==> src/rtl/redirect_flush_ctrl.sv <==
// ============================================================================
// Module   : redirect_flush_ctrl
// Brief    : Redirect/flush sequencer with bubble-shadow tracking and a
//            non-nesting interrupt latch. The optional perf counters are
//            enabled with REDIRECT_PERF_EN.
// Revision : 1.0
// ============================================================================
`default_nettype none

module redirect_flush_ctrl #(
    parameter int SHADOW_DEPTH = 2,
    parameter int PC_SEL_W     = 3
) (
    input  logic                CLK,
    input  logic                RST,
    input  logic                intr,
    input  logic                mie,
    input  logic                ex_valid,
    input  logic                stall,
    input  logic                mret_ex,
    input  logic [PC_SEL_W-1:0] pc_sel_ex,
    output logic                int_taken,
    output logic                flushed,
    output logic                flush_if_id,
    output logic                flush_id_ex,
    output logic                redirect,
`ifdef REDIRECT_PERF_EN
    output logic [31:0]         redirect_cnt,
    output logic [15:0]         int_cnt,
`endif
    output logic                in_isr
);

    localparam int         c_CNT_W  = $clog2(SHADOW_DEPTH + 1);
    localparam logic [0:0] S_RUN    = 1'b0;
    localparam logic [0:0] S_SHADOW = 1'b1;

    logic [0:0]         r_state;
    logic [0:0]         w_state_nxt;
    logic [c_CNT_W-1:0] r_sh_cnt;
    logic [c_CNT_W-1:0] w_sh_cnt_nxt;
    logic               r_pend;
    logic               r_in_isr;
    logic               w_run;
    logic               w_int_taken;
    logic               w_redirect;

    assign w_run       = (r_state == S_RUN);
    assign w_int_taken = w_run & r_pend & ex_valid & ~stall & ~r_in_isr;
    assign w_redirect  = w_run & ~stall & (w_int_taken | (pc_sel_ex != '0));

    assign int_taken   = w_int_taken;
    assign redirect    = w_redirect;
    assign flush_if_id = w_redirect;
    assign flush_id_ex = w_redirect;
    assign flushed     = (r_state == S_SHADOW);
    assign in_isr      = r_in_isr;

    always_ff @(posedge CLK) begin
        if (RST) begin
            r_state  <= S_RUN;
            r_sh_cnt <= '0;
        end else begin
            r_state  <= w_state_nxt;
            r_sh_cnt <= w_sh_cnt_nxt;
        end
    end

    // The shadow counter only advances on unstalled cycles, because a stalled
    // EX stage still holds the same bubble.
    always_comb begin
        w_state_nxt  = r_state;
        w_sh_cnt_nxt = r_sh_cnt;
        case (r_state)
            S_RUN: begin
                if (w_redirect) begin
                    w_state_nxt  = S_SHADOW;
                    w_sh_cnt_nxt = c_CNT_W'(SHADOW_DEPTH - 1);
                end
            end
            S_SHADOW: begin
                if (!stall) begin
                    if (r_sh_cnt == '0) begin
                        w_state_nxt = S_RUN;
                    end else begin
                        w_sh_cnt_nxt = r_sh_cnt - 1'b1;
                    end
                end
            end
            default: begin
                w_state_nxt  = S_RUN;
                w_sh_cnt_nxt = '0;
            end
        endcase
    end

    // Requests arriving inside a handler are dropped, so nesting never occurs.
    always_ff @(posedge CLK) begin
        if (RST) begin
            r_pend   <= 1'b0;
            r_in_isr <= 1'b0;
        end else begin
            if (w_int_taken || !mie) begin
                r_pend <= 1'b0;
            end else begin
                r_pend <= r_pend | (intr & ~r_in_isr);
            end

            if (w_int_taken) begin
                r_in_isr <= 1'b1;
            end else if (mret_ex && w_run && ex_valid && !stall) begin
                r_in_isr <= 1'b0;
            end
        end
    end

`ifdef REDIRECT_PERF_EN
    logic [31:0] r_redirect_cnt;
    logic [15:0] r_int_cnt;

    always_ff @(posedge CLK) begin
        if (RST) begin
            r_redirect_cnt <= '0;
            r_int_cnt      <= '0;
        end else begin
            if (w_redirect) begin
                r_redirect_cnt <= r_redirect_cnt + 32'd1;
            end
            if (w_int_taken) begin
                r_int_cnt <= r_int_cnt + 16'd1;
            end
        end
    end

    assign redirect_cnt = r_redirect_cnt;
    assign int_cnt      = r_int_cnt;
`endif

endmodule

`default_nettype wire

==> config.mk <==
export PLATFORM = sky130hd
export DESIGN_NAME = redirect_flush_ctrl
export DESIGN_NICKNAME = d
export VERILOG_FILES = /design/src/rtl/redirect_flush_ctrl.sv
export SDC_FILE = /design/constraint.sdc
export NUM_CORES = 1
export LEC_CHECK = 0
export BUFFER_PORTS_ARGS = -buffer_cell sky130_fd_sc_hd__buf_4
export CAP_MARGIN = 20
export CORE_AREA = 8 8 45 47
export CTS_BUF_LIST = sky130_fd_sc_hd__clkbuf_4 sky130_fd_sc_hd__clkbuf_8 sky130_fd_sc_hd__clkbuf_16
export CTS_CLUSTER_SIZE = 30
export DETAILED_ROUTE_END_ITERATION = 10
export DIE_AREA = 0 0 53 55
export PLACE_DENSITY_LB_ADDON = 0.15
export SLEW_MARGIN = 10
export SYNTH_ARGS = -nofsm -noshare
export SYNTH_HDL_FRONTEND = slang
export SYNTH_SLANG_ARGS = --single-unit
==> constraint.sdc <==
create_clock -name CLK -period 1.6 [get_ports CLK]
set_input_delay 0.24 -clock CLK [delete_from_list [all_inputs] [get_ports CLK]]
set_output_delay 0.24 -clock CLK [all_outputs]
set_load 0.05 [all_outputs]
==> run summary, run 1 <==
GP Congestion: 0.6738
CTS root buffer: clkbuf_4
initial antenna violation count: 0
PD cells: 894.3 mW/mm^2
Nets: 64
worst hold stages: 2
GRT Resource Usage Total: 7.338%
Design Area, Final: 486.7 um^2
Mapped Area: 312.8 um^2
drt first-iter violations: 12
Cells after DPL: 64
overall routed net length: 963 um
GR Overflow Total: 0
Port Buffers: 15
Hold-fix buffers, CTS: 0
sequential share of the synthesized area: 32.00%
Max Clock Skew: 0.001537 ns
post-synthesis register bit count: 5
Total Power: 435.3 uW
placed cell area: 456.7 um^2
Cell variety after synth: 22
Final Max Slew Viols: 0
worst-margin pin slew: 0.3215 ns
CP max FO: 3
Syn-to-layout area delta: 55.60%
startpoint type of the worst setup path: flop
drt drc: 0
die area: 0.002915 mm^2
syn_nets: 45
DIE WIDTH: 53 um
io pins: 16
fmax: 0.6640 GHz
Sink Count: 5
R2R cell count: 5
Fillers: 154
WL/cell: 14.16 um
Initial Utilization: 22.60%
Diodes inserted: 0
Vias: 341
Reg clk slew, reported paths: 0.05 ns
Worst EP arrival: 1.27 ns
total CTS buffers: 3
slowest cell delay on critical path: 0.32 ns
Die Height: 55 um
TritonRoute pass-1 iters: 4
worst vdd ir: 0.5571 mV
minimum clock period: 1.506 ns
Core ar.: 0.001384 mm^2
worst-skew pair later-pin latency: 0.24 ns
WP data required: 1.36 ns
Pint: 294.4 uW
Hold Vio Cnt, Final: 0
CTS tree: yes
Net Sw Power: 140.9 uW
maximum number of pins on one net before global-route repair: 10
leakage power: 0.0001992 uW
Bufs on Longest Clock Path: 2
Hold Path Class: in -> reg
setup bufs post-CTS: 0
number of max-cap violations: 0
CP max-delay cell: dfxtp_1
vias in the first global route: 343
Vias per Instance: 5.015
Final period util: 94.13%
RSZ-0062 raised after global routing: yes
relative slew slack: 78.40%
ANT nets after route: 0
Syn Inst Count: 34
Synth Area per Inst: 9.200 um^2
critical-path cell list: nand2_1, o21ai_1, and2_2, buf_4
Sequential Power Share: 33.2%
Core Rows: 14
crit path kind: reg -> out
final non-filler cell total: 68
Comb pwr share: 28.0%
share of layout cells above drive strength 1: 57.69%
outcome: finished clean
CP Capture Type: primary output
Max H-tree Level: 1
setup tns final: 0 ns
DP Wirelength: 733.5 um
fin util: 35.17%
Sw Share: 32.37%
Synthesis Warnings: 0
final setup vio count: 0
first-pass GRT wire length: 1.483 mm
clock share of power: 38.8%
cells in the mapped netlist:
library cell  instances  area [um^2]
o311ai_2              1        16.27
o21ai_0               2        10.01
nand3b_1              1        7.510
nor4b_1               1        8.760
nor4_1                1        6.260
nand2_1               1        3.750
inv_1                 4        15.01
ha_1                  1        12.51
a31oi_1               2        12.51
and2_1                1        6.260
o2111ai_2             1        15.01
dfxtp_1               5        100.1
nor2_1                1        3.750
and4bb_2              1        12.51
o2bb2ai_1             1        8.760
nor2b_1               1        6.260
buf_4                 2        15.01
o21ba_2               1        10.01
or3b_4                1        11.26
nor3_1                2        10.01
o311a_2               1        11.26
a21oi_1               2        10.01
final cells by class:
type	count	area [um^2]	area share, %
clock buffers	4	30.03	6.170
flip-flops and latches	5	102.6	21.08
well taps	16	20.02	4.113
repair buffers	16	120.1	24.68
multi-input cells	23	198.9	40.87
inverters	4	15.01	3.085
power by group through the flow:
stage	Combinational [uW]	Clock [uW]	Sequential [uW]
final	122	169	144
after floorplan	69.7	0	156
after global placement	120	0	146
after global routing	131	183	146
after detailed placement	122	0	147
after CTS	122	173	144
metal layers:
metal,global-route usage [%],up-vias,share of wire [%]
met5,0,-,0
met4,3.879,0,0.93
met3,5.080,2,8.8
met2,10.35,13,48
met1,8.104,161,42
li1,-,165,-
sequential cells by signal, summed over array words and instances, names as in the netlist:
register / count
r_sh_cnt: 2
flushed: 1
in_isr: 1
r_pend: 1
logic make-up (layout without fill, tap and decap cells):
group / Yosys count / in the layout / share of synthesized area [%]
compound gates: 11 / 11 / 30.00
fa+ha+maj: 1 / 1 / 3.999
buf+inv: 6 / 24 / 9.597
flops: 5 / 5 / 32.00
simple gates: 11 / 11 / 24.40
path summary, 6_finish.rpt:
path                from           to  slack [ns]
max               r_pend     redirect        0.09
min                  RST       r_pend        0.23
max reg2reg  r_sh_cnt[0]  r_sh_cnt[1]        0.18
min reg2reg       r_pend       r_pend        0.52
through the flow:
stage | setup WS, ns | hold slack [ns]
finish | 0.09396 | 0.2313
global route | -0.001319 | 0.2384
CTS | 0.02147 | 0.2281
detailed placement | 0.09603 | 0.4921
global placement | 0.1054 | 0.4839
floorplan | 0.05092 | 0.3167
placed cells by master (no fill, tap or decap):
| cell type | synthesis | final |
|---|---|---|
| a21oi_1 | 2 | 2 |
| a31oi_1 | 2 | 2 |
| and2_2 | 0 | 1 |
| and4bb_2 | 1 | 1 |
| buf_4 | 2 | 16 |
| clkbuf_4 | 0 | 4 |
| dfxtp_1 | 5 | 3 |
| dfxtp_2 | 0 | 2 |
| ha_1 | 1 | 1 |
| inv_1 | 4 | 4 |
| nand2_1 | 1 | 1 |
| nand3b_1 | 1 | 1 |
| nor2_1 | 1 | 1 |
| nor2b_1 | 1 | 1 |
| nor3_1 | 2 | 2 |
| nor4_4 | 0 | 1 |
| nor4b_1 | 1 | 1 |
| o2111ai_2 | 1 | 1 |
| o21ai_0 | 2 | 1 |
| o21ai_1 | 0 | 1 |
| o21ba_2 | 1 | 1 |
| o2bb2ai_1 | 1 | 1 |
| o311a_2 | 1 | 1 |
| o311ai_2 | 1 | 1 |
| or3b_4 | 1 | 1 |
critical path, delay by kind of cell, from the launching register on:
kind            cells  cell delay (ns)
flops               1             0.32
compound gates      1             0.19
buf+inv             1             0.20
simple gates        2             0.32
what timing repair did:
action | CTS | global route
endpoints found under the hold margin | 0 | 0
setup endpoints to repair | 0 | 3
gates resized for setup | 0 | 1
No activity file was read; power rests on OpenSTA's default activity.
==> run 2: changes to the inputs <==
--- a/config.mk
+++ b/config.mk
@@ -12,7 +12,7 @@
 export CTS_CLUSTER_SIZE = 30
 export DETAILED_ROUTE_END_ITERATION = 10
 export DIE_AREA = 0 0 53 55
-export PLACE_DENSITY_LB_ADDON = 0.15
+export PLACE_DENSITY = 0.59
 export SLEW_MARGIN = 10
 export SYNTH_ARGS = -nofsm -noshare
 export SYNTH_HDL_FRONTEND = slang
==> run summary, run 2 (synthesis results as in run 1) <==
Core Rows: 14
Design Area, Final: 490.5 um^2
GP Congestion: 0.7133
number of max-cap violations: 0
Reg clk slew, reported paths: 0.04 ns
startpoint type of the worst setup path: flop
Worst EP arrival: 1.23 ns
TritonRoute pass-1 iters: 3
final setup vio count: 0
die area: 0.002915 mm^2
placed cell area: 456.7 um^2
Bufs on Longest Clock Path: 2
first-pass GRT wire length: 1.345 mm
ANT nets after route: 0
leakage power: 0.0001998 uW
drt first-iter violations: 3
Sink Count: 5
hold slack: 0.2290 ns
commonest non-fill, non-tap cells in the layout: buf_4 (16), inv_1 (4), clkbuf_4 (4)
GR Overflow Total: 0
Initial Utilization: 22.60%
maximum number of pins on one net before global-route repair: 10
outcome: finished clean
Nets: 64
Cells after DPL: 64
worst-margin pin slew: 0.3587 ns
Final period util: 91.76%
CP Capture Type: primary output
io pins: 16
most common cell after layout, fill and taps aside: buf_4
total CTS buffers: 3
fin util: 35.44%
final non-filler cell total: 68
Vias: 334
CP max FO: 3
minimum clock period: 1.468 ns
DIE WIDTH: 53 um
critical-path cell list: nand2_1, o21ai_2, and2_2, buf_4
Die Height: 55 um
worst-skew pair later-pin latency: 0.24 ns
setup tns final: 0 ns
CP top delay family: flip-flops
GRT Resource Usage Total: 6.339%
Biggest register: r_sh_cnt
Hold-fix buffers, CTS: 0
Diodes inserted: 0
relative slew slack: 75.91%
PD cells: 878.5 mW/mm^2
share of layout cells above drive strength 1: 59.62%
DP Wirelength: 664.2 um
Storage cell area: 102.6 um^2
CP max-delay cell: dfxtp_1
Final Max Slew Viols: 0
crit path kind: reg -> out
Hold Vio Cnt, Final: 0
CTS tree: yes
slowest cell delay on critical path: 0.32 ns
Buf+Inv Stages, Crit Path: 1
Max Clock Skew: 0.002108 ns
overall routed net length: 815 um
drt drc: 0
Core ar.: 0.001384 mm^2
Port Buffers: 15
Vias per Instance: 4.912
fmax: 0.6811 GHz
WL/cell: 11.99 um
worst vdd ir: 0.2578 mV
Syn-to-layout area delta: 56.80%
initial antenna violation count: 0
vias in the first global route: 337
Fillers: 147
WP data required: 1.36 ns
setup bufs post-CTS: 0
area of the multi-input gates: 202.7 um^2
Reg2Reg Setup Slack: 0.19 ns
CTS root buffer: clkbuf_4
Max H-tree Level: 1
Hold Path Class: in -> reg
CTS resizes: 0
RSZ-0062 raised after global routing: no
Largest register FFs: 2
run 2: worst reg2reg max path, cell delays in order, from the launching register on:
cell	delay (ns)
dfxtp_1	0.33
inv_1	0.07
ha_1	0.24
or3b_4	0.41
o2111ai_2	0.10
o311ai_2	0.12
run 2: stage by stage:
stage	power (uW)	setup WS (ns)
after detailed placement	266.5	0.1201
final	430.9	0.1318
after CTS	438.8	0.03131
after global routing	455.0	0.01340
after global placement	265.5	0.1437
after floorplan	225.3	0.05092
run 2: path summary, 6_finish.rpt:
kind                     from          end  cells past startpoint
setup / recovery       r_pend  flush_id_ex                      4
hold / removal            RST       r_pend                      2
setup reg to reg  r_sh_cnt[0]  r_sh_cnt[1]                      5
hold reg to reg        r_pend       r_pend                      2
run 2: layout make-up:
type	count	share of cell area [%]
Multi-Input combinational cell	23	41.33
Timing Repair Buffer	16	24.49
Inverter	4	3.061
Sequential cell	5	20.92
Tap cell	16	4.082
Clock buffer	4	6.122
run 2: power breakdown:
part / switching, uW / internal, uW / total [uW]
clock: 54.8 / 111 / 166
sequential: 10.5 / 134 / 144
combinational: 71.2 / 49.3 / 120
run 2: per-layer routing:
metal | share of wire (%) | global-route usage [%]
met1 | 43 | 6.991
met2 | 45 | 8.398
met3 | 11 | 3.209
met4 | 0.49 | 6.466
met5 | 0 | 0
